==> src/rtl/fetch_pkg.sv <==
// rtl/fetch_pkg.sv - shared widths, FSM state encoding and queue entry type for the fetch stage
package fetch_pkg;

    localparam int FETCH_ADDR_W = 16;
    localparam int FETCH_INST_W = 16;
    localparam int FETCH_DEPTH  = 2;

    typedef enum logic [1:0] {
        IDLE = 2'd0,
        REQ  = 2'd1,
        DROP = 2'd2
    } fetch_state_e;

    typedef struct packed {
        logic [FETCH_ADDR_W-1:0] addr;
        logic [FETCH_INST_W-1:0] inst;
    } fetch_entry_t;

endpackage

==> src/rtl/instruction_fetch_if.sv <==
// rtl/instruction_fetch_if.sv - instruction-memory request bus and decode-side instruction stream
interface instruction_fetch_if
    import fetch_pkg::*;
#(
    parameter int ADDR_W = FETCH_ADDR_W,
    parameter int INST_W = FETCH_INST_W
);

    logic              imem_req;
    logic [ADDR_W-1:0] imem_addr;
    logic              imem_ack;
    logic [INST_W-1:0] imem_rdata;
    logic              inst_valid;
    logic [INST_W-1:0] inst;
    logic [ADDR_W-1:0] inst_pc;
    logic              inst_ready;

    modport master (
        output imem_req, imem_addr, inst_valid, inst, inst_pc,
        input  imem_ack, imem_rdata, inst_ready
    );

    modport slave (
        input  imem_req, imem_addr, inst_valid, inst, inst_pc,
        output imem_ack, imem_rdata, inst_ready
    );

endinterface

==> src/rtl/fetch_queue.sv <==
// rtl/fetch_queue.sv - show-ahead FIFO of fetched instructions tagged with their address
module fetch_queue
    import fetch_pkg::*;
#(
    parameter int DEPTH = FETCH_DEPTH,
    localparam int CNT_W = $clog2(DEPTH + 1),
    localparam int PTR_W = (DEPTH > 1) ? $clog2(DEPTH) : 1
) (
    input  logic               clock,
    input  logic               reset_n,
    input  logic               push,
    input  fetch_entry_t       push_entry,
    input  logic               pop,
    input  logic               clear,
    output logic [CNT_W-1:0]   count,
    output fetch_entry_t       head,
    output logic               head_valid
);

    fetch_entry_t       mem_q [DEPTH];
    fetch_entry_t       mem_d [DEPTH];
    logic [PTR_W-1:0]   rd_ptr_q, rd_ptr_d;
    logic [PTR_W-1:0]   wr_ptr_q, wr_ptr_d;
    logic [CNT_W-1:0]   count_q, count_d;
    logic               do_pop;

    function automatic logic [PTR_W-1:0] next_ptr(input logic [PTR_W-1:0] p);
        return (p == PTR_W'(DEPTH - 1)) ? '0 : p + 1'b1;
    endfunction

    always_comb begin
        mem_d    = mem_q;
        rd_ptr_d = rd_ptr_q;
        wr_ptr_d = wr_ptr_q;
        count_d  = count_q;
        do_pop   = pop && (count_q != '0);
        // A clear wins over any push or pop presented in the same cycle.
        if (clear) begin
            rd_ptr_d = '0;
            wr_ptr_d = '0;
            count_d  = '0;
        end else begin
            if (push) begin
                mem_d[wr_ptr_q] = push_entry;
                wr_ptr_d        = next_ptr(wr_ptr_q);
            end
            if (do_pop) begin
                rd_ptr_d = next_ptr(rd_ptr_q);
            end
            count_d = count_q + CNT_W'(push) - CNT_W'(do_pop);
        end
    end

    always_ff @(posedge clock or negedge reset_n) begin
        if (!reset_n) begin
            for (int i = 0; i < DEPTH; i++) begin
                mem_q[i] <= '0;
            end
            rd_ptr_q <= '0;
            wr_ptr_q <= '0;
            count_q  <= '0;
        end else begin
            mem_q    <= mem_d;
            rd_ptr_q <= rd_ptr_d;
            wr_ptr_q <= wr_ptr_d;
            count_q  <= count_d;
        end
    end

    always @(posedge clock) begin
        if (reset_n) begin
            assert (!(push && !clear && (count_q == CNT_W'(DEPTH))));
        end
    end

    assign count      = count_q;
    assign head       = mem_q[rd_ptr_q];
    assign head_valid = (count_q != '0);

endmodule

==> src/rtl/instruction_fetch.sv <==
// rtl/instruction_fetch.sv - fetch stage: one outstanding memory request, tagged instruction queue, flush handling
module instruction_fetch
    import fetch_pkg::*;
#(
    parameter int ADDR_W = FETCH_ADDR_W,
    parameter int INST_W = FETCH_INST_W,
    parameter int DEPTH  = FETCH_DEPTH
) (
    input  logic                 clock,
    input  logic                 reset_n,
    input  logic [ADDR_W-1:0]    pc,
    input  logic                 flush,
    output logic                 pc_advance,
    instruction_fetch_if.master  bus
);

    localparam int CNT_W = $clog2(DEPTH + 1);

    fetch_state_e        state_q, state_d;
    logic [ADDR_W-1:0]   addr_q, addr_d;
    logic                req;
    logic                req_out;
    logic                push;
    logic                pop;
    logic [CNT_W-1:0]    count;
    logic                head_valid;
    fetch_entry_t        push_entry;
    fetch_entry_t        head;

    always_comb begin
        state_d    = state_q;
        addr_d     = addr_q;
        req        = 1'b0;
        push       = 1'b0;
        pc_advance = 1'b0;
        case (state_q)
            IDLE: begin
                if ((count < CNT_W'(DEPTH)) && !flush) begin
                    req     = 1'b1;
                    addr_d  = pc;
                    state_d = REQ;
                end
            end
            REQ: begin
                req = 1'b1;
                if (bus.imem_ack) begin
                    state_d = IDLE;
                    if (!flush) begin
                        push       = 1'b1;
                        pc_advance = 1'b1;
                    end
                end else if (flush) begin
                    state_d = DROP;
                end
            end
            // The request cannot be withdrawn, so a flushed fetch is held until its ack is swallowed.
            DROP: begin
                req = 1'b1;
                if (bus.imem_ack) begin
                    state_d = IDLE;
                end
            end
            default: state_d = IDLE;
        endcase
    end

    always_ff @(posedge clock or negedge reset_n) begin
        if (!reset_n) begin
            state_q <= IDLE;
            addr_q  <= '0;
        end else begin
            state_q <= state_d;
            addr_q  <= addr_d;
        end
    end

    // The IDLE request is combinational, so it must be masked while reset is held.
    assign req_out       = req & reset_n;
    assign bus.imem_req  = req_out;
    assign bus.imem_addr = !req_out ? '0 : ((state_q == IDLE) ? pc : addr_q);

    assign push_entry = '{addr: addr_q, inst: bus.imem_rdata};
    assign pop        = head_valid & bus.inst_ready;

    fetch_queue #(.DEPTH(DEPTH)) u_queue (
        .clock      (clock),
        .reset_n    (reset_n),
        .push       (push),
        .push_entry (push_entry),
        .pop        (pop),
        .clear      (flush),
        .count      (count),
        .head       (head),
        .head_valid (head_valid)
    );

    assign bus.inst_valid = head_valid;
    assign bus.inst       = head.inst;
    assign bus.inst_pc    = head.addr;

endmodule

==> src/flat_wrapper.sv <==
// flat-port wrapper written by rule: the top's interface ports become plain ports
module instruction_fetch_flat import fetch_pkg::*;
#(
    parameter int ADDR_W = FETCH_ADDR_W,
    parameter int INST_W = FETCH_INST_W,
    parameter int DEPTH  = FETCH_DEPTH
)
  (clock, reset_n, pc, flush, pc_advance, bus_imem_req, bus_imem_addr, bus_inst_valid, bus_inst, bus_inst_pc, bus_imem_ack, bus_imem_rdata, bus_inst_ready);
  instruction_fetch_if #(.ADDR_W(ADDR_W), .INST_W(INST_W)) bus_i ();
  input  logic clock;
  input  logic reset_n;
  input  logic [ADDR_W-1:0] pc;
  input  logic flush;
  output logic pc_advance;
  output wire logic [$bits(bus_i.imem_req)-1:0] bus_imem_req;
  output wire logic [$bits(bus_i.imem_addr)-1:0] bus_imem_addr;
  output wire logic [$bits(bus_i.inst_valid)-1:0] bus_inst_valid;
  output wire logic [$bits(bus_i.inst)-1:0] bus_inst;
  output wire logic [$bits(bus_i.inst_pc)-1:0] bus_inst_pc;
  input wire logic [$bits(bus_i.imem_ack)-1:0] bus_imem_ack;
  input wire logic [$bits(bus_i.imem_rdata)-1:0] bus_imem_rdata;
  input wire logic [$bits(bus_i.inst_ready)-1:0] bus_inst_ready;
  assign bus_imem_req = bus_i.imem_req;
  assign bus_imem_addr = bus_i.imem_addr;
  assign bus_inst_valid = bus_i.inst_valid;
  assign bus_inst = bus_i.inst;
  assign bus_inst_pc = bus_i.inst_pc;
  assign bus_i.imem_ack = bus_imem_ack;
  assign bus_i.imem_rdata = bus_imem_rdata;
  assign bus_i.inst_ready = bus_inst_ready;
  instruction_fetch #(.ADDR_W(ADDR_W), .INST_W(INST_W), .DEPTH(DEPTH)) u_core (.clock(clock), .reset_n(reset_n), .pc(pc), .flush(flush), .pc_advance(pc_advance), .bus(bus_i));
endmodule
==> config.mk <==
export PLATFORM = sky130hd
export DESIGN_NAME = instruction_fetch_flat
export DESIGN_NICKNAME = d
export VERILOG_FILES = /design/src/rtl/fetch_pkg.sv /design/src/rtl/instruction_fetch_if.sv /design/src/rtl/fetch_queue.sv /design/src/rtl/instruction_fetch.sv /design/src/flat_wrapper.sv
export SDC_FILE = /design/constraint.sdc
export NUM_CORES = 1
export LEC_CHECK = 0
export BUFFER_PORTS_ARGS = -buffer_cell sky130_fd_sc_hd__buf_2
export CAP_MARGIN = 0
export CELL_PAD_IN_SITES_DETAIL_PLACEMENT = 1
export CELL_PAD_IN_SITES_GLOBAL_PLACEMENT = 2
export CORE_MARGIN = 2
export CORE_UTILIZATION = 40
export CTS_BUF_LIST = sky130_fd_sc_hd__clkbuf_8
export CTS_CLUSTER_DIAMETER = 150
export CTS_CLUSTER_SIZE = 12
export DETAILED_ROUTE_END_ITERATION = 12
export GPL_TIMING_DRIVEN = 0
export HOLD_SLACK_MARGIN = 0.06
export PLACE_DENSITY_LB_ADDON = 0.3
export SYNTH_ARGS = -nofsm -noshare
export SYNTH_HDL_FRONTEND = slang
export SYNTH_SLANG_ARGS = --single-unit
==> constraint.sdc <==
create_clock -name clock -period 2.86 [get_ports clock]
set_input_delay 0.143 -clock clock [delete_from_list [all_inputs] [get_ports clock]]
set_output_delay 0.143 -clock clock [all_outputs]
set_load 0.1 [all_outputs]
; Word level (Yosys, flattened, before mapping)
; Index checks and enable logic that the tools add are counted.
[word_totals]
reg_bits = 86
latch_bits = 0
ramBits = 0
rom_bits = 0
output_inout_bits = 51
n_memories = 0
[classes]
n_addsub = 4
multipliers = 0
div_mod_pow = 0
order_cmp = 4
eq_ne = 5
n_shift = 0
n_mux = 25
bitwise = 5
n_reduce_logical = 12
[ops]
columns = operator, n
row1 = two-way mux 32 bit, 4
row2 = bitwise mux 64 bit, 1
row3 = demux 32 bit (select 1 bit), 1
row4 = two-way mux 16 bit, 2
row5 = two-way mux 1 bit, 10
row6 = two-way mux 2 bit, 5
row7 = one-hot mux 2 bit (3 select lines), 1
row8 = nonzero test 2 bit, 3
row9 = ">= comparator 2 bit, second input constant", 2
row10 = NOT 1 -> 2 bit, 2
row11 = AND reduction 2 bit, 2
row12 = logical AND 1 bit, 3
row13 = "!= test 3 bit, second input constant", 1
row14 = AND reduction 3 bit, 1
row15 = "adder 1 bit, second input constant", 2
row16 = adder 2 x 1 -> 2 bit, 1
row17 = AND 1 bit, 2
row18 = "== test 2 x 1 -> 1 bit, second input constant", 1
row19 = "== test 2 bit, second input constant", 1
row20 = zero test 2 bit, 1
row21 = "< comparator 2 x 1 -> 1 bit, second input constant", 1
row22 = "< comparator 2 bit, second input constant", 1
row23 = "!= test 2 x 1 -> 1 bit, second input constant", 1
row24 = "!= test 2 bit, second input constant", 1
row25 = 5 further kinds, 5

; Depth between registers and ports, before layout
; Gate-level depths: netlist of run 1.
[logic_depth]
ltp_word = 6
mapped_depth = 9
mapped_depth_nobuf = 9

; By module
; From an unflattened synthesis of run 1, not the netlist that was laid out.
[hier_totals]
cells_unflattened = 285
hier_area_um2 = 4136.5
[modules_own_cells]
columns = module, instances, cells_per_inst, area_per_inst_um2, seq_area_each_um2
row1 = fetch_queue, 1, 190, 3009.1, 1701.6
row2 = instruction_fetch, 1, 95, 1127.3, 450.4

; Worst setup path before layout of run 1
; OpenSTA, ideal clock, no wires.
[synth_path]
path_kind = reg-to-output
from = register u_core.state_q[0]
to = output bus_imem_addr[0]
arrival_ns = 2.753
required_time_ns = 2.717
path_slack_ns = -0.036
path_stages_with_launch = 8
path_buffers = 2
path_cell_list = dfrtp_1 -> inv_1 -> ha_1 -> buf_6 -> nor3b_4 -> o21ai_4 -> buf_6 -> nor2_1
[synth_between]
elab_chain_len = 5
word_cells_on_any_way = 8
classes_between = eq/ne (2) / mux (3) / bitwise (1) / reduce/logical (2)
[synth_rtl]
columns = element, line_no
row1 = "start, declared", instruction_fetch.sv:19  ; fetch_state_e state_q, state_d;
row2 = "start signal, assigned", instruction_fetch.sv:72  ; state_q <= state_d;
row3 = == test 2 x 1 -> 1 bit or == test 2 bit (tied branches), instruction_fetch.sv:36  ; case (state_q)
row4 = OR reduction 2 bit (no line), n/a
row5 = one-hot mux 1 bit (2 select lines), instruction_fetch.sv:36
row6 = AND 1 bit, instruction_fetch.sv:78  ; assign req_out = req & reset_n;
row7 = two-way mux 16 bit *, instruction_fetch.sv:80  ; assign bus.imem_addr = !req_out ? '0 : ((state_q == IDLE) ? pc : addr_q);
row8 = "end, declared", flat_wrapper.sv:16  ; output wire logic [$bits(bus_i.imem_addr)-1:0] bus_imem_addr;
; Every way passes the cells marked *; elsewhere a longest branch is shown, timed or not.

; Final worst setup path of run 1
[layout_path]
from = register u_core.state_q[0]
to = output bus_imem_addr[3]
; The elaborated chain is that of the path after synthesis.

==> impl_metrics.yaml, run 1 <==
clock_tree:
  clk_transition_reported_paths_ns: 0.09
  cts_max_level: 3
  clock_insertion_delay_at_the_later_pin_of_the_skew_report_ns: 0.35
  postCtsResizedCells: 0
  numClockSinks: 86
  clock-root-buffer: "sky130_fd_sc_hd__clkbuf_8"
  cts_tree: "done"
  cts_max_path_buffers: 2
  number_of_buffers_created_by_cts: 9
drt:
  postRouteWirelength_um: 9340
  detail_route.drc_violations: 0
  ant_nets: 0
  detail_route.wl_per_cell_um: 16.7
  drt-vias-per-instance: 4.87
  drt_first_pass_iters: 4
  detail_route.iter0.violations: 54
  num_vias: 2730
timing:
  finalCriticalPeriod_ns: 2.58
  timing_hold_violations_final: 0
  period_share: 0.901
  rsz0062_at_grt: "false"
  timing.final.max_slew_violations: 0
  max-slew-margin-rel: 0.663
  setup_viol: 0
  max_slew.worst_pin.slew_ns: 0.510
  fmax_ghz: 0.388
  finalClockSkew_ns: 0.0106
  hold-worst-slack_ns: 0.0915
die:
  floorplan.rows: 37
  die_h_um: 106
  core_area_sq_um: 10200
  die_x_um: 106
  design.die.area_sq_um: 11200
  initial_core_util: 0.407
  io_pins: 88
placed_design:
  placedInstanceArea_sq_um: 4780
  placedCellCount: 510
  portBuffers: 86
  gp_congestion: 0.699
  dp_hpwl_um: 6250
logic_synthesis:
  synth.avg_cell_area_sq_um: 14.5
  synth_seq_cells: 86
  ys.warnings.count: 0
  netlist_instances: 287
  postSynthNetCount: 331
  synth-seq-area-share: 0.519
  netlist_area_sq_um: 4150
  unique_cell_type_count_in_the_yosys_netlist: 31
grt:
  grt_pass1_wl_um: 15200
  number_of_antenna_violations_at_the_first_check_in_global_routing: 0
  gr-usage-all-layers: 0.175
  grt_overflow: 0
  number_of_global_route_vias_before_repair: 2990
  grt_start_max_net_pins: 45
critical_path:
  cpMostUsedCell: "sky130_fd_sc_hd__buf_6"
  critical_path.n_buffers_inverters: 4
  cp_slowest_stage_delay_ns: 0.45
  crit_type: "register to output pin"
  path_max_fanout: 10
  slowest_stage: "sky130_fd_sc_hd__buf_2"
  crit_path_cell_trace: "inv_1 -> ha_1 -> buf_6 -> nor3b_4 -> o21ai_4 -> buf_6 -> nor2_1 -> buf_2"
  crit_path_end_kind: "output pin"
  worstPathRequired_ns: 2.72
  path_delay_family: "buffers and inverters"
  critical_path_arrival_ns: 2.43
  cp_launch_type: "register"
layout:
  drive_above_1_share: 0.520
  insertedDiodeCount: 0
  final_cell_mix: "90 x sky130_fd_sc_hd__buf_2, 86 x sky130_fd_sc_hd__dfrtp_1, 77 x sky130_fd_sc_hd__mux2_2"
  layout.cells.most_common: "sky130_fd_sc_hd__buf_2"
  postLayoutCoreUtil: 0.525
  final_cells: 561
  finalInstanceArea_sq_um: 5350
  finish.net_count: 464
  flow.area_growth_from_synthesis_pct: 28.9
run:
  drv_cap: 0
outcome:
  status: "complete, no violations"
min_path:
  hold_class: "primary input to register"
-- what timing repair did --
action / 4_1_cts / 5_1_grt
endpoints found under the setup margin: 9 / 0
hold buffers: 34 / 0
hold endpoints to repair: 91 / 0
setup buffers: 1 / 0
-- cell type report --
| type | count | area, sq um |
|---|---|---|
| buffer | 15 | 123 |
| clock buffer | 11 | 151 |
| clock inverter | 5 | 50.0 |
| fill | 1075 | 4840 |
| inverter | 6 | 22.5 |
| multi-input combinational | 180 | 1850 |
| sequential | 86 | 2150 |
| tap | 136 | 170 |
| timing repair buffer | 122 | 826 |
-- synth_stat cells --
library cell	number	area share
sky130_fd_sc_hd__buf_4	3	0.0054
sky130_fd_sc_hd__inv_2	1	0.00090
sky130_fd_sc_hd__clkbuf_1	1	0.00090
sky130_fd_sc_hd__mux2_1	16	0.043
sky130_fd_sc_hd__nand3b_4	1	0.0048
sky130_fd_sc_hd__xor2_1	2	0.0042
sky130_fd_sc_hd__buf_6	5	0.014
sky130_fd_sc_hd__mux2_2	77	0.21
sky130_fd_sc_hd__nor2_2	1	0.0015
sky130_fd_sc_hd__nand2b_1	1	0.0015
sky130_fd_sc_hd__mux2i_1	16	0.039
sky130_fd_sc_hd__xnor2_1	2	0.0042
sky130_fd_sc_hd__dfrtp_1	86	0.52
sky130_fd_sc_hd__nor2_1	22	0.020
sky130_fd_sc_hd__buf_8	1	0.0036
sky130_fd_sc_hd__a211o_1	1	0.0021
sky130_fd_sc_hd__ha_1	7	0.021
sky130_fd_sc_hd__o21a_1	1	0.0018
sky130_fd_sc_hd__or2_2	2	0.0030
sky130_fd_sc_hd__inv_1	5	0.0045
sky130_fd_sc_hd__o211ai_1	1	0.0018
sky130_fd_sc_hd__nand2_2	1	0.0015
sky130_fd_sc_hd__mux2_4	19	0.069
sky130_fd_sc_hd__nand2_1	2	0.0018
sky130_fd_sc_hd__buf_2	5	0.0060
sky130_fd_sc_hd__a21oi_1	1	0.0012
sky130_fd_sc_hd__o21ai_0	2	0.0024
sky130_fd_sc_hd__nor3b_4	1	0.0045
sky130_fd_sc_hd__a32o_1	1	0.0024
sky130_fd_sc_hd__nor2b_1	2	0.0030
sky130_fd_sc_hd__o21ai_4	1	0.0039
-- metrics by stage --
step | TNS [ns] | setup WS [ns]
after floorplan | -0.326 | -0.0362
after global placement | -1.71 | -0.213
after detailed placement | 0 | 0.309
after CTS | 0 | 0.256
after global routing | 0 | 0.182
final | 0 | 0.284
-- flip-flops by register name (all words and copies together), names as in the netlist --
name	cells
u_core.state_q	2
u_core.u_queue.count	2
u_core.addr_q	16
u_core.u_queue.mem_q	64
u_core.u_queue.wr_ptr_q	1
u_core.u_queue.rd_ptr_q	1
-- cell families after synthesis --
logic type	count (synthesis)	share of synthesized area
buffers and inverters	21	0.0350
xor gates and xnor gates	4	0.00844
and+or+nand+nor	33	0.0416
AOI/OAI and AO/OA	8	0.0157
muxes	128	0.360
DFF	86	0.519
adders and majority gates	7	0.0211
-- per-layer routing --
metal / vias up / global-route usage / share of wire
met4: 0 / 0.0733 / 0.019
met5: - / 0 / 0
li1: 1261 / - / -
met2: 65 / 0.294 / 0.49
met3: 14 / 0.0303 / 0.037
met1: 1390 / 0.223 / 0.45
-- final timing paths --
kind | slack (ns) | cells after the start | endpoint | start
setup / recovery | 0.28 | 8 | bus_imem_addr[3] | u_core.state_q[0]$_DFFE_PN0P_
hold / removal | 0.09 | 2 | u_core.u_queue.count[1]$_DFF_PN0_ | flush
setup reg to reg | 0.83 | 7 | u_core.addr_q[3]$_DFFE_PN0P_ | u_core.state_q[0]$_DFFE_PN0P_
hold reg to reg | 0.49 | 1 | u_core.u_queue.mem_q[9]$_DFFE_PN0P_ | u_core.u_queue.mem_q[9]$_DFFE_PN0P_
max in group asynchronous | 2.30 | 3 | u_core.u_queue.mem_q[21]$_DFFE_PN0P_ | reset_n
min in group asynchronous | 0.34 | 3 | u_core.u_queue.mem_q[2]$_DFFE_PN0P_ | reset_n
Power of run 1 is left out: the tool's default activity adds up to more than one toggle a clock period on the data nets, which glitch-free logic cannot reach.
==> run 2: changes to the inputs <==
--- a/config.mk
+++ b/config.mk
@@ -17,6 +17,7 @@
 export DETAILED_ROUTE_END_ITERATION = 12
 export GPL_TIMING_DRIVEN = 0
 export HOLD_SLACK_MARGIN = 0.06
+export MAX_ROUTING_LAYER = met4
 export PLACE_DENSITY_LB_ADDON = 0.3
 export SYNTH_ARGS = -nofsm -noshare
 export SYNTH_HDL_FRONTEND = slang
==> impl_metrics.yaml, run 2 (synthesis results as in run 1) <==
critical_path:
  critical_path.endpoint: "bus_imem_addr[3]"
  critical_path.reg2reg.endpoint: "u_core.addr_q[3]$_DFFE_PN0P_"
  register_to_register_path_setup_slack_ns: 0.84
  reg2reg_depth: 7
  path_max_fanout: 10
  crit_start: "u_core.state_q[0]$_DFFE_PN0P_"
  r2r_start: "u_core.state_q[0]$_DFFE_PN0P_"
  worstPathRequired_ns: 2.72
  critical_path_arrival_ns: 2.43
  cp_launch_type: "register"
  crit_type: "register to output pin"
  crit_path_end_kind: "output pin"
timing:
  max_slew.worst_pin.slew_ns: 0.509
  timing_hold_violations_final: 0
  period_share: 0.900
  finalClockSkew_ns: 0.0104
  rsz0062_at_grt: "false"
  fmax_ghz: 0.389
  max-slew-margin-rel: 0.663
  setup_viol: 0
  finalCriticalPeriod_ns: 2.57
  totalNegativeSetupSlack_ns: 0
  timing.final.max_slew_violations: 0
layout:
  flow.area_growth_from_synthesis_pct: 28.9
  area_of_the_multi_input_gates_sq_um: 1850
  regMostFlops: "u_core.u_queue.mem_q"
  insertedDiodeCount: 0
  fillers: 1075
  top_registers: "u_core.u_queue.mem_q: 64 flops, u_core.addr_q: 16 flops"
  flip_flop_count_of_the_largest_register_all_copies_and_words_added: 64
  layout.cells.most_common: "sky130_fd_sc_hd__buf_2"
  drive_above_1_share: 0.520
  finish.net_count: 464
  ff_latch_area_sq_um: 2150
  final_cell_mix: "90 x sky130_fd_sc_hd__buf_2, 86 x sky130_fd_sc_hd__dfrtp_1, 77 x sky130_fd_sc_hd__mux2_2"
grt:
  grt_pass1_wl_um: 15200
  grt_start_max_net_pins: 45
  gr-usage-met1: 0.225
  highest_utilization_routing_layer_at_the_global_route_stage: "met2"
  number_of_global_route_vias_before_repair: 2989
  grt_overflow: 0
  globalRouteMet3Util: 0.0297
  gr-usage-all-layers: 0.181
  gr-usage-met2: 0.295
  number_of_antenna_violations_at_the_first_check_in_global_routing: 0
die:
  core_area_sq_um: 10200
  floorplan.rows: 37
  die_h_um: 106
  die_x_um: 106
  design.die.area_sq_um: 11200
  initial_core_util: 0.407
  io_pins: 88
clock_tree:
  clock-root-buffer: "sky130_fd_sc_hd__clkbuf_8"
  postCtsResizedCells: 0
  number_of_buffers_created_by_cts: 9
  numClockSinks: 86
  clk_transition_reported_paths_ns: 0.09
  cts_tree: "done"
  cts_max_level: 3
  clock_insertion_delay_at_the_later_pin_of_the_skew_report_ns: 0.35
  cts_max_path_buffers: 2
drt:
  drt-vias-per-instance: 4.88
  ant_nets: 0
  detail_route.drc_violations: 0
  drt_first_pass_iters: 4
  num_vias: 2736
  detail_route.wl_per_cell_um: 16.7
  detail_route.iter0.violations: 47
  postRouteWirelength_um: 9340
min_path:
  hold_class: "primary input to register"
run:
  drv_cap: 0
placed_design:
  dp_hpwl_um: 6250
  gp_congestion: 0.707
  portBuffers: 86
outcome:
  status: "complete, no violations"
-- run 2: cell counts in the layout (fill, tap and decap cells not counted) --
No cell type changed its count.
-- run 2: how the worst min path moves through the flow --
stage                                            to  depth (start not counted)  slack [ns]               start
6_report          u_core.u_queue.count[1]$_DFF_PN0_                          2        0.09               flush
5_1_grt           u_core.u_queue.count[0]$_DFF_PN0_                          2        0.12               flush
3_3_place_gp   u_core.u_queue.mem_q[10]$_DFFE_PN0P_                          2        0.37  bus_imem_rdata[10]
3_5_place_dp    u_core.u_queue.mem_q[2]$_DFFE_PN0P_                          1        0.19             reset_n
4_1_cts           u_core.u_queue.count[1]$_DFF_PN0_                          2        0.08               flush
2_1_floorplan          u_core.addr_q[0]$_DFFE_PN0P_                          0       -0.15             reset_n
-- run 2: cell type report --
cell class / instances / area share
flip-flops and latches: 86 / 0.402
inverters: 6 / 0.00421
repair buffers: 122 / 0.154
multi-input cells: 180 / 0.347
plain buffers: 15 / 0.0229
clock inverters: 5 / 0.00936
clock buffers: 11 / 0.0283
well taps: 136 / 0.0318
-- run 2: critical path, stage by stage, from the launching register on --
cell and delay, ns:
sky130_fd_sc_hd__dfrtp_1 0.41, sky130_fd_sc_hd__inv_1 0.16, sky130_fd_sc_hd__ha_1 0.19, sky130_fd_sc_hd__buf_6 0.16, sky130_fd_sc_hd__nor3b_4 0.27, sky130_fd_sc_hd__o21ai_4 0.13, sky130_fd_sc_hd__buf_6 0.17, sky130_fd_sc_hd__nor2_1 0.14
sky130_fd_sc_hd__buf_2 0.45
-- run 2: per-layer routing --
metal  share of wire  wire length (um)  up-vias
met5               0                 0        -
met2            0.49              4590       64
met4           0.020               190        0
met3           0.037               342       17
met1            0.45              4220     1394
li1                -                 -     1261
-- run 2: metrics by stage --
stage	setup slack [ns]	utilization	cells	cell area [sq um]	hold slack (ns)
floorplan	-0.0362	-	287	4150	-0.153
detailed placement	0.309	0.469	510	4780	0.188
global route	0.182	0.525	561	5350	0.121
global placement	-0.213	0.466	509	4750	0.370
finish	0.286	0.525	561	5350	0.0899
CTS	0.256	0.525	561	5350	0.0815
-- run 2: timing repair --
| action | CTS | global route |
|---|---|---|
| endpoints found under the setup margin | 9 | 0 |
| hold endpoints to repair | 91 | 0 |
| hold buffers | 34 | 0 |
| buffers inserted | 1 | 0 |
Power of run 2 is left out for the same reason.
==> run 3: changes to the inputs <==
--- a/config.mk
+++ b/config.mk
@@ -6,7 +6,7 @@
 export NUM_CORES = 1
 export LEC_CHECK = 0
 export BUFFER_PORTS_ARGS = -buffer_cell sky130_fd_sc_hd__buf_2
-export CAP_MARGIN = 0
+export CAP_MARGIN = 40
 export CELL_PAD_IN_SITES_DETAIL_PLACEMENT = 1
 export CELL_PAD_IN_SITES_GLOBAL_PLACEMENT = 2
 export CORE_MARGIN = 2
@@ -15,10 +15,10 @@
 export CTS_CLUSTER_DIAMETER = 150
 export CTS_CLUSTER_SIZE = 12
 export DETAILED_ROUTE_END_ITERATION = 12
-export GPL_TIMING_DRIVEN = 0
 export HOLD_SLACK_MARGIN = 0.06
 export MAX_ROUTING_LAYER = met4
 export PLACE_DENSITY_LB_ADDON = 0.3
 export SYNTH_ARGS = -nofsm -noshare
 export SYNTH_HDL_FRONTEND = slang
+export SYNTH_HIERARCHICAL = 1
 export SYNTH_SLANG_ARGS = --single-unit
==> impl_metrics.yaml, run 3 <==
logic_synthesis:
  synth_commonest_cells: "99 x sky130_fd_sc_hd__mux2_2, 86 x sky130_fd_sc_hd__dfrtp_1, 20 x sky130_fd_sc_hd__nor2_1, 16 x sky130_fd_sc_hd__mux2i_1, 10 x sky130_fd_sc_hd__mux2_4"
  synth_enable_flop_cells: 0
  yosys-top-cells-area: "sky130_fd_sc_hd__dfrtp_1 52%, sky130_fd_sc_hd__mux2_2 27%, sky130_fd_sc_hd__mux2i_1 3.9%"
  netlist_area_sq_um: 4140
  synth_seq_cells: 86
  synth-seq-area-share: 0.520
  ys.warnings.count: 6
  synth.avg_cell_area_sq_um: 14.5
  synth.most_common_cell: "sky130_fd_sc_hd__mux2_2"
  yosys_most_used_dff: "sky130_fd_sc_hd__dfrtp_1"
  netlist_instances: 285
  synth_area_leader_cell: "sky130_fd_sc_hd__dfrtp_1"
  synth_async_sr_flop_share: 1.00
  unique_cell_type_count_in_the_yosys_netlist: 30
  netlist.area_leader.share: 0.520
  postSynthNetCount: 329
clock_tree:
  cts_max_path_buffers: 2
  numClockSinks: 86
  cts_max_level: 3
  post_cts_hold_buffer_count: 33
  clk_transition_reported_paths_ns: 0.09
  number_of_buffers_created_by_cts: 9
  postCtsSetupRepairBufs: 0
  clock_insertion_delay_at_the_later_pin_of_the_skew_report_ns: 0.36
  cts_tree: "done"
  clock-root-buffer: "sky130_fd_sc_hd__clkbuf_8"
  postCtsResizedCells: 0
timing:
  finalCriticalPeriod_ns: 2.50
  fmax_ghz: 0.400
  period_share: 0.874
  timing_hold_violations_final: 0
  setup_viol: 0
  setup_ws_ns: 0.360
  max-slew-margin-rel: 0.575
  rsz0062_at_grt: "false"
  max_slew.worst_pin.slew_ns: 0.638
  finalClockSkew_ns: 0.0127
  timing.final.max_slew_violations: 0
layout:
  top_registers: "u_core/u_queue/mem_q: 64 flops, u_core/addr_q: 16 flops"
  regMostFlops: "u_core/u_queue/mem_q"
  layout.cells.most_common: "sky130_fd_sc_hd__mux2_2"
  flow.area_growth_from_synthesis_pct: 31.7
  flip_flop_count_of_the_largest_register_all_copies_and_words_added: 64
  finish.net_count: 453
  drive_above_1_share: 0.543
  final_cells: 550
  insertedDiodeCount: 0
  final_cell_mix: "99 x sky130_fd_sc_hd__mux2_2, 85 x sky130_fd_sc_hd__dfrtp_1, 69 x sky130_fd_sc_hd__buf_2"
drt:
  drt_first_pass_iters: 4
  detail_route.wl_per_cell_um: 16.8
  drt-vias-per-instance: 4.87
  ant_nets: 0
  postRouteWirelength_um: 9230
  detail_route.iter0.violations: 100
  num_vias: 2677
  detail_route.drc_violations: 0
placed_design:
  detailedPlace.worstSlack_ns: 0.645
  placedCellCount: 501
  portBuffers: 87
  gp_congestion: 0.665
  dp_hpwl_um: 6020
grt:
  grt_overflow: 0
  grt_pass1_wl_um: 15500
  grt_start_max_net_pins: 51
  number_of_global_route_vias_before_repair: 2985
  number_of_antenna_violations_at_the_first_check_in_global_routing: 0
  gr-usage-all-layers: 0.181
die:
  design.die.area_sq_um: 11200
  io_pins: 88
  die_h_um: 106
  core_area_sq_um: 10200
  initial_core_util: 0.406
  floorplan.rows: 37
  die_x_um: 106
critical_path:
  crit_path_cell_trace: "inv_1 -> ha_1 -> nor3b_4 -> buf_4 -> o21ai_4 -> nor2_1 -> buf_12"
  critical_path.n_buffers_inverters: 3
  cp_slowest_stage_delay_ns: 0.48
  path_max_fanout: 17
  slowest_stage: "sky130_fd_sc_hd__o21ai_4"
  crit_path_end_kind: "output pin"
  worstPathRequired_ns: 2.72
  path_delay_family: "buffers and inverters"
  crit_type: "register to output pin"
  cp_launch_type: "register"
  critical_path_arrival_ns: 2.36
outcome:
  status: "complete, no violations"
min_path:
  hold_class: "primary input to register"
run:
  drv_cap: 0
==> run 3: cell types whose count changed after synthesis, moves of 2 or more <==
cell / delta
sky130_fd_sc_hd__nor2_1: -2
sky130_fd_sc_hd__mux2_2: +22
sky130_fd_sc_hd__xor2_1: -2
sky130_fd_sc_hd__mux2_4: -9
sky130_fd_sc_hd__mux2_1: -12
sky130_fd_sc_hd__inv_1: +2
==> run 3: kinds of logic after synthesis <==
kind of cell | count (synthesis) | share of synthesized area
fa+ha+maj | 7 | 0.0212
flops | 86 | 0.520
compound gates | 8 | 0.0154
buf+inv | 21 | 0.0348
xor+xnor | 2 | 0.00756
mux | 129 | 0.355
simple gates | 32 | 0.0454
==> run 3: area by class of cell <==
class                           count  area, sq um
Multi-Input combinational cell    178         1840
Fill cell                        1063         4740
Sequential cell                    86         2150
Clock buffer                        9          124
Clock inverter                      7         43.8
Inverter                            7         26.3
Tap cell                          136          170
Timing Repair Buffer              127         1090
==> run 3: metrics by stage <==
step | TNS [ns] | hold WS, ns | utilization | area, sq um
floorplan | -0.327 | -0.153 | - | 4140
global placement | 0 | 0.140 | 0.484 | 4930
detailed placement | 0 | 0.145 | 0.486 | 4950
CTS | 0 | 0.128 | 0.535 | 5450
global route | 0 | 0.140 | 0.535 | 5450
finish | 0 | 0.139 | 0.535 | 5450
==> run 3: routing by layer <==
metal	up-vias	part of all wire	GRT usage	wire length, um
li1	1250	-	-	-
met1	1362	0.44	0.225	4050
met2	57	0.51	0.303	4700
met3	8	0.041	0.0346	380
met4	0	0.010	0.0536	92
met5	-	0	-	0
==> run 3: worst paths after layout <==
kind	start	endpoint	slack [ns]	cells past startpoint
hold / removal	bus_imem_ack	u_core/state_q[0]$_DFFE_PN0P_	0.14	3
hold reg to reg	u_core/u_queue/mem_q[35]$_DFFE_PN0P_	u_core/u_queue/mem_q[35]$_DFFE_PN0P_	0.49	1
max in group asynchronous	reset_n	u_core/u_queue/mem_q[56]$_DFFE_PN0P_	1.54	3
setup reg to reg	u_core/state_q[1]$_DFFE_PN0P_	u_core/u_queue/mem_q[3]$_DFFE_PN0P_	0.69	6
min in group asynchronous	reset_n	u_core/addr_q[10]$_DFFE_PN0P_	0.28	2
setup / recovery	u_core/state_q[0]$_DFFE_PN0P_	bus_imem_addr[15]	0.36	7
==> run 3: worst min-delay path: stages <==
cell	delay [ns]
sky130_fd_sc_hd__buf_2	0.11
sky130_fd_sc_hd__a211o_1	0.10
sky130_fd_sc_hd__o211ai_1	0.09
Power of run 3 is left out for the same reason.
